[src/rtl/imem_loader_pkg.sv]
// imem_loader_pkg: state encoding and widths shared by the loader, instruction memory and fetch stage
package imem_loader_pkg;
  localparam int DATA_W = 16;
  localparam int ADDR_W = 16;
  localparam int HDR_BYTES = 2;
  localparam int CHK_BYTES = 1;
  typedef enum logic [2:0] {
    IDLE   = 3'd0,
    LEN_LO = 3'd1,
    LEN_HI = 3'd2,
    DAT_LO = 3'd3,
    DAT_HI = 3'd4,
    CHK    = 3'd5,
    DONE   = 3'd6,
    ERR    = 3'd7
  } state_t;
endpackage

[src/rtl/imem_loader.sv]
// imem_loader: boot loader streaming a length-prefixed, XOR-checked byte image into instruction memory
module imem_loader
  import imem_loader_pkg::*;
#(
  parameter int DATA_WIDTH = DATA_W,
  parameter int ADDR_WIDTH = ADDR_W,
  parameter int MEM_WORDS = 1024
) (
  input  logic                  clk,
  input  logic                  rst,
  input  logic                  start,
  input  logic [7:0]            in_byte,
  input  logic                  in_valid,
  output logic                  in_ready,
  output logic [ADDR_WIDTH-1:0] mem_addr,
  output logic [DATA_WIDTH-1:0] mem_data,
  output logic                  mem_we,
  output logic                  cpu_hold,
  output logic                  done,
  output logic                  error
);
  state_t state, nxt;
  logic [7:0] len_lo, lo, xr;
  logic [ADDR_WIDTH-1:0] wcnt, last;
  logic [15:0] n;
  logic acc, oversize, restart;
  assign in_ready = state inside {LEN_LO, LEN_HI, DAT_LO, DAT_HI, CHK};
  assign acc = in_valid & in_ready;
  assign n = {in_byte, len_lo};
  assign oversize = 32'(n) > 32'(MEM_WORDS);
  assign restart = start & (state inside {IDLE, DONE, ERR});
  assign cpu_hold = state != DONE;
  assign done = state == DONE;
  assign error = state == ERR;
  // state register
  always_ff @(posedge clk or posedge rst)
    if (rst) state <= IDLE;
    else state <= nxt;
  // next-state decode; start only matters in IDLE and the terminal states
  always_comb begin
    nxt = state;
    case (state)
      LEN_LO: nxt = acc ? LEN_HI : state;
      LEN_HI: nxt = !acc ? state : oversize ? ERR : n == 16'd0 ? CHK : DAT_LO;
      DAT_LO: nxt = acc ? DAT_HI : state;
      DAT_HI: nxt = !acc ? state : wcnt == last ? CHK : DAT_LO;
      CHK:    nxt = !acc ? state : in_byte == xr ? DONE : ERR;
      default: nxt = restart ? LEN_LO : state;
    endcase
  end
  // byte assembly, running checksum and the registered memory write port
  always_ff @(posedge clk or posedge rst)
    if (rst) begin
      len_lo <= '0;
      lo <= '0;
      xr <= '0;
      wcnt <= '0;
      last <= '0;
      mem_addr <= '0;
      mem_data <= '0;
      mem_we <= 1'b0;
    end else begin
      mem_we <= acc && state == DAT_HI;
      if (restart) begin
        wcnt <= '0;
        xr <= '0;
      end else if (acc) begin
        if (state != CHK) xr <= xr ^ in_byte;
        if (state == LEN_LO) len_lo <= in_byte;
        if (state == LEN_HI) last <= ADDR_WIDTH'(n - 16'd1);
        if (state == DAT_LO) lo <= in_byte;
        if (state == DAT_HI) begin
          mem_addr <= wcnt;
          mem_data <= DATA_WIDTH'({in_byte, lo});
          wcnt <= wcnt + ADDR_WIDTH'(1);
        end
      end
    end
endmodule

[config.mk]
export PLATFORM = sky130hd
export DESIGN_NAME = imem_loader
export DESIGN_NICKNAME = d
export VERILOG_FILES = /design/src/rtl/imem_loader_pkg.sv /design/src/rtl/imem_loader.sv
export SDC_FILE = /design/constraint.sdc
export NUM_CORES = 1
export LEC_CHECK = 0
export ABC_AREA = 1
export CAP_MARGIN = 20
export CORE_AREA = 2 2 105 107
export CTS_CLUSTER_SIZE = 8
export DETAILED_ROUTE_END_ITERATION = 12
export DIE_AREA = 0 0 107 109
export GPL_TIMING_DRIVEN = 0
export PLACE_DENSITY_LB_ADDON = 0.1
export SLEW_MARGIN = 30
export SYNTH_ARGS = -nofsm -noshare
export SYNTH_HDL_FRONTEND = slang
export SYNTH_SLANG_ARGS = --single-unit
[constraint.sdc]
create_clock -name clk -period 6.07 [get_ports clk]
set_input_delay 0.9105 -clock clk [delete_from_list [all_inputs] [get_ports clk]]
set_output_delay 0.9105 -clock clk [all_outputs]
set_load 0.005 [all_outputs]
==> results.toml <==
[detailed_routing]
wl_per_cell_um = 13.42
first_pass_iters = 5
routed_wl_mm = 10.75
detail_route.drc_violations = 0
vias = 3913
viasPerCell = 4.885
drtIter0Drc = 172
ant_nets = 0

[logic_synthesis]
async_flop_share_pct = 100.0
ys_warn_count = 0
synth.area.top_cells = "dfrtp_1 (50%), nand2_1 (16%), o21ai_0 (6.6%)"
yosysTopAreaCell = "dfrtp_1"
ys_ff_latch = 92
synth-edff-count = 0
synthDistinctLibCells = 33
yosys_most_used_dff = "dfrtp_1"
post-synth-top-area-fraction_pct = 50.04
synth_seq_area_share_pct = 50.04
avgSynthCellArea_sq_um = 7.693
synth_cells = 598
syn_area_sq_um = 4601
syn_nets = 615

[cts]
numClockSinks = 92
cts-root-buf = "clkbuf_8"
cts_buffers = 9
insertion_delay_ns = 0.38
hold_buffers = 0
path_clk_slew_ns = 0.09
cts_buffer_depth = 2
cts_tree = "yes"
cts_resized = 0
cts_max_level = 3
post-cts-setup-buffers = 0

[final_layout]
final_nets = 675
fin_cells = 801
final_cell_mix = "nand2_1 (195), dfrtp_1 (92), inv_1 (75)"
final_common_cell = "nand2_1"
drive_gt1_share_pct = 5.598
antenna_cells = 0
fillerInstances = 1051
syn_to_final_growth_pct = 18.87

[sta]
rsz0062_at_grt = "no"
final_hold_viol_count = 0
period_needed_ns = 2.614
worst_pin_slew_ns = 0.5647
finalCritPeriodShare_pct = 43.06
report.final.slew_viol_count = 0
max_freq_ghz = 0.3826
setup_viol = 0
skew_ns = 0.01081
setup_tns_ns = 0
slew_headroom_pct = 62.35

[worst_setup_path]
crit_fanout = 8
start_kind = "flip-flop"
critPathCaptureType = "output port"
path_class = "flip-flop to output port"
crit_arrival_ns = 1.70
cp.required_ns = 5.16

[die]
start_util_pct = 43.39
ios = 49
die_h_um = 109
fp.dieW_um = 107
rows = 38
dieArea_sq_um = 11660
coreArea_sq_um = 10600

[place]
gp_congestion = 0.8616
io_buffer_count = 48
dpl.hpwl_mm = 8.019
dp_cells = 787

[power_and_ir_drop]
leakagePower_nw = 2.669
pwr_density_cell_nw_per_um2 = 424.1
peakVddDrop_v = 0.0002228

[global_routing]
gr-usage-met2_pct = 32.21
grt_antenna_before_repair = 0
gr-total-overflow = 0
busiest_layer = "met2"
use_met3_pct = 3.467
grt_pass1_wl_mm = 18.38
grt_start_max_net_pins = 64
grt_use_met1_pct = 27.27
grt_usage_pct = 20.34
grt_pass1_vias = 3805

[min_path]
hp-class = "flip-flop to flip-flop"

[outcome]
status = "finished clean"

[flow_run]
maxCapViolCount = 0
-- flip-flops by register name (all words and copies together), names as in the netlist --
register  cells
last         16
mem_addr     16
mem_data     16
wcnt         16
len_lo        8
lo            8
xr            8
state         3
mem_we        1
-- per-layer routing --
layer | wire length [um] | up-vias
met1 | 5240 | 1844
met5 | 0 | -
li1 | - | 1985
met2 | 4952 | 63
met4 | 264 | 0
met3 | 293 | 21
-- report_power, final --
group / switching, mW / total (mW) / internal (mW)
logic: 0.471 / 0.906 / 0.434
clock network: 0.219 / 0.406 / 0.187
registers: 0.160 / 1.01 / 0.848
total: 0.850 / 2.32 / 1.47
-- final timing paths --
path / start / endpoint / slack, ns / cells after the start
min in group asynchronous: rst / mem_addr[1]$_DFFE_PP0P_ / 0.87 / 2
max reg2reg: state[0]$_DFFE_PP0P_ / wcnt[11]$_DFFE_PP0P_ / 4.29 / 7
max in group asynchronous: rst / xr[1]$_DFFE_PP0P_ / 4.61 / 3
min reg2reg: mem_data[7]$_DFFE_PP0P_ / mem_data[7]$_DFFE_PP0P_ / 0.48 / 2
min: mem_data[7]$_DFFE_PP0P_ / mem_data[7]$_DFFE_PP0P_ / 0.48 / 2
max: state[2]$_DFFE_PP0P_ / in_ready / 3.46 / 5
-- metrics by stage --
stage / worst slack (ns) / utilization [%] / hold slack (ns) / power [mW] / cell area, sq um
global placement: 1.277 / 49.58 / 0.4565 / 1.899 / 5256
CTS: 3.447 / 51.58 / 0.4868 / 2.340 / 5469
finish: 3.456 / 51.58 / 0.4806 / 2.319 / 5469
floorplan: 2.768 / - / 0.4492 / 1.552 / 4601
global route: 3.364 / 51.58 / 0.5001 / 2.527 / 5469
detailed placement: 3.423 / 49.88 / 0.4626 / 1.933 / 5289
-- critical path, stage by stage, from the launching register on --
cell             delay [ns]
dfrtp_1                0.40
buf_4                  0.17
nand2_1                0.12
nand2_2                0.09
inv_2                  0.06
clkdlybuf4s50_1        0.49
-- Yosys cell counts (5+ instances only) --
| library cell | number |
|---|---|
| clkbuf_1 | 6 |
| ha_1 | 5 |
| dfrtp_1 | 92 |
| nand3_1 | 24 |
| xnor2_1 | 8 |
| nor3_1 | 6 |
| xor2_1 | 10 |
| o21ai_0 | 61 |
| nand2_1 | 195 |
| o22ai_1 | 5 |
| inv_1 | 76 |
| buf_2 | 5 |
| a21oi_1 | 6 |
| nor2_1 | 55 |
| o21ai_1 | 12 |
-- logic make-up (layout without fill, tap and decap cells) --
| group | after synthesis | after routing | synth area share, % |
|---|---|---|---|
| AOI/OAI and AO/OA | 93 | 93 | 10.91 |
| xor gates and xnor gates | 18 | 18 | 3.427 |
| adders and majority gates | 5 | 5 | 1.360 |
| buffers and inverters | 94 | 157 | 8.131 |
| DFF | 92 | 92 | 50.04 |
| and+or+nand+nor | 296 | 296 | 26.14 |
-- final cells by class --
class,instances,area (sq um),share of cell area (%)
Buffer,15,77.57,1.418
Clock buffer,10,127.6,2.334
Clock inverter,4,52.55,0.9609
Inverter,79,301.5,5.514
Multi-Input combinational cell,412,1924,35.19
Sequential cell,92,2302,42.10
Tap cell,140,175.2,3.203
Timing Repair Buffer,49,508.0,9.288
Power figures use the tool's default switching activity.
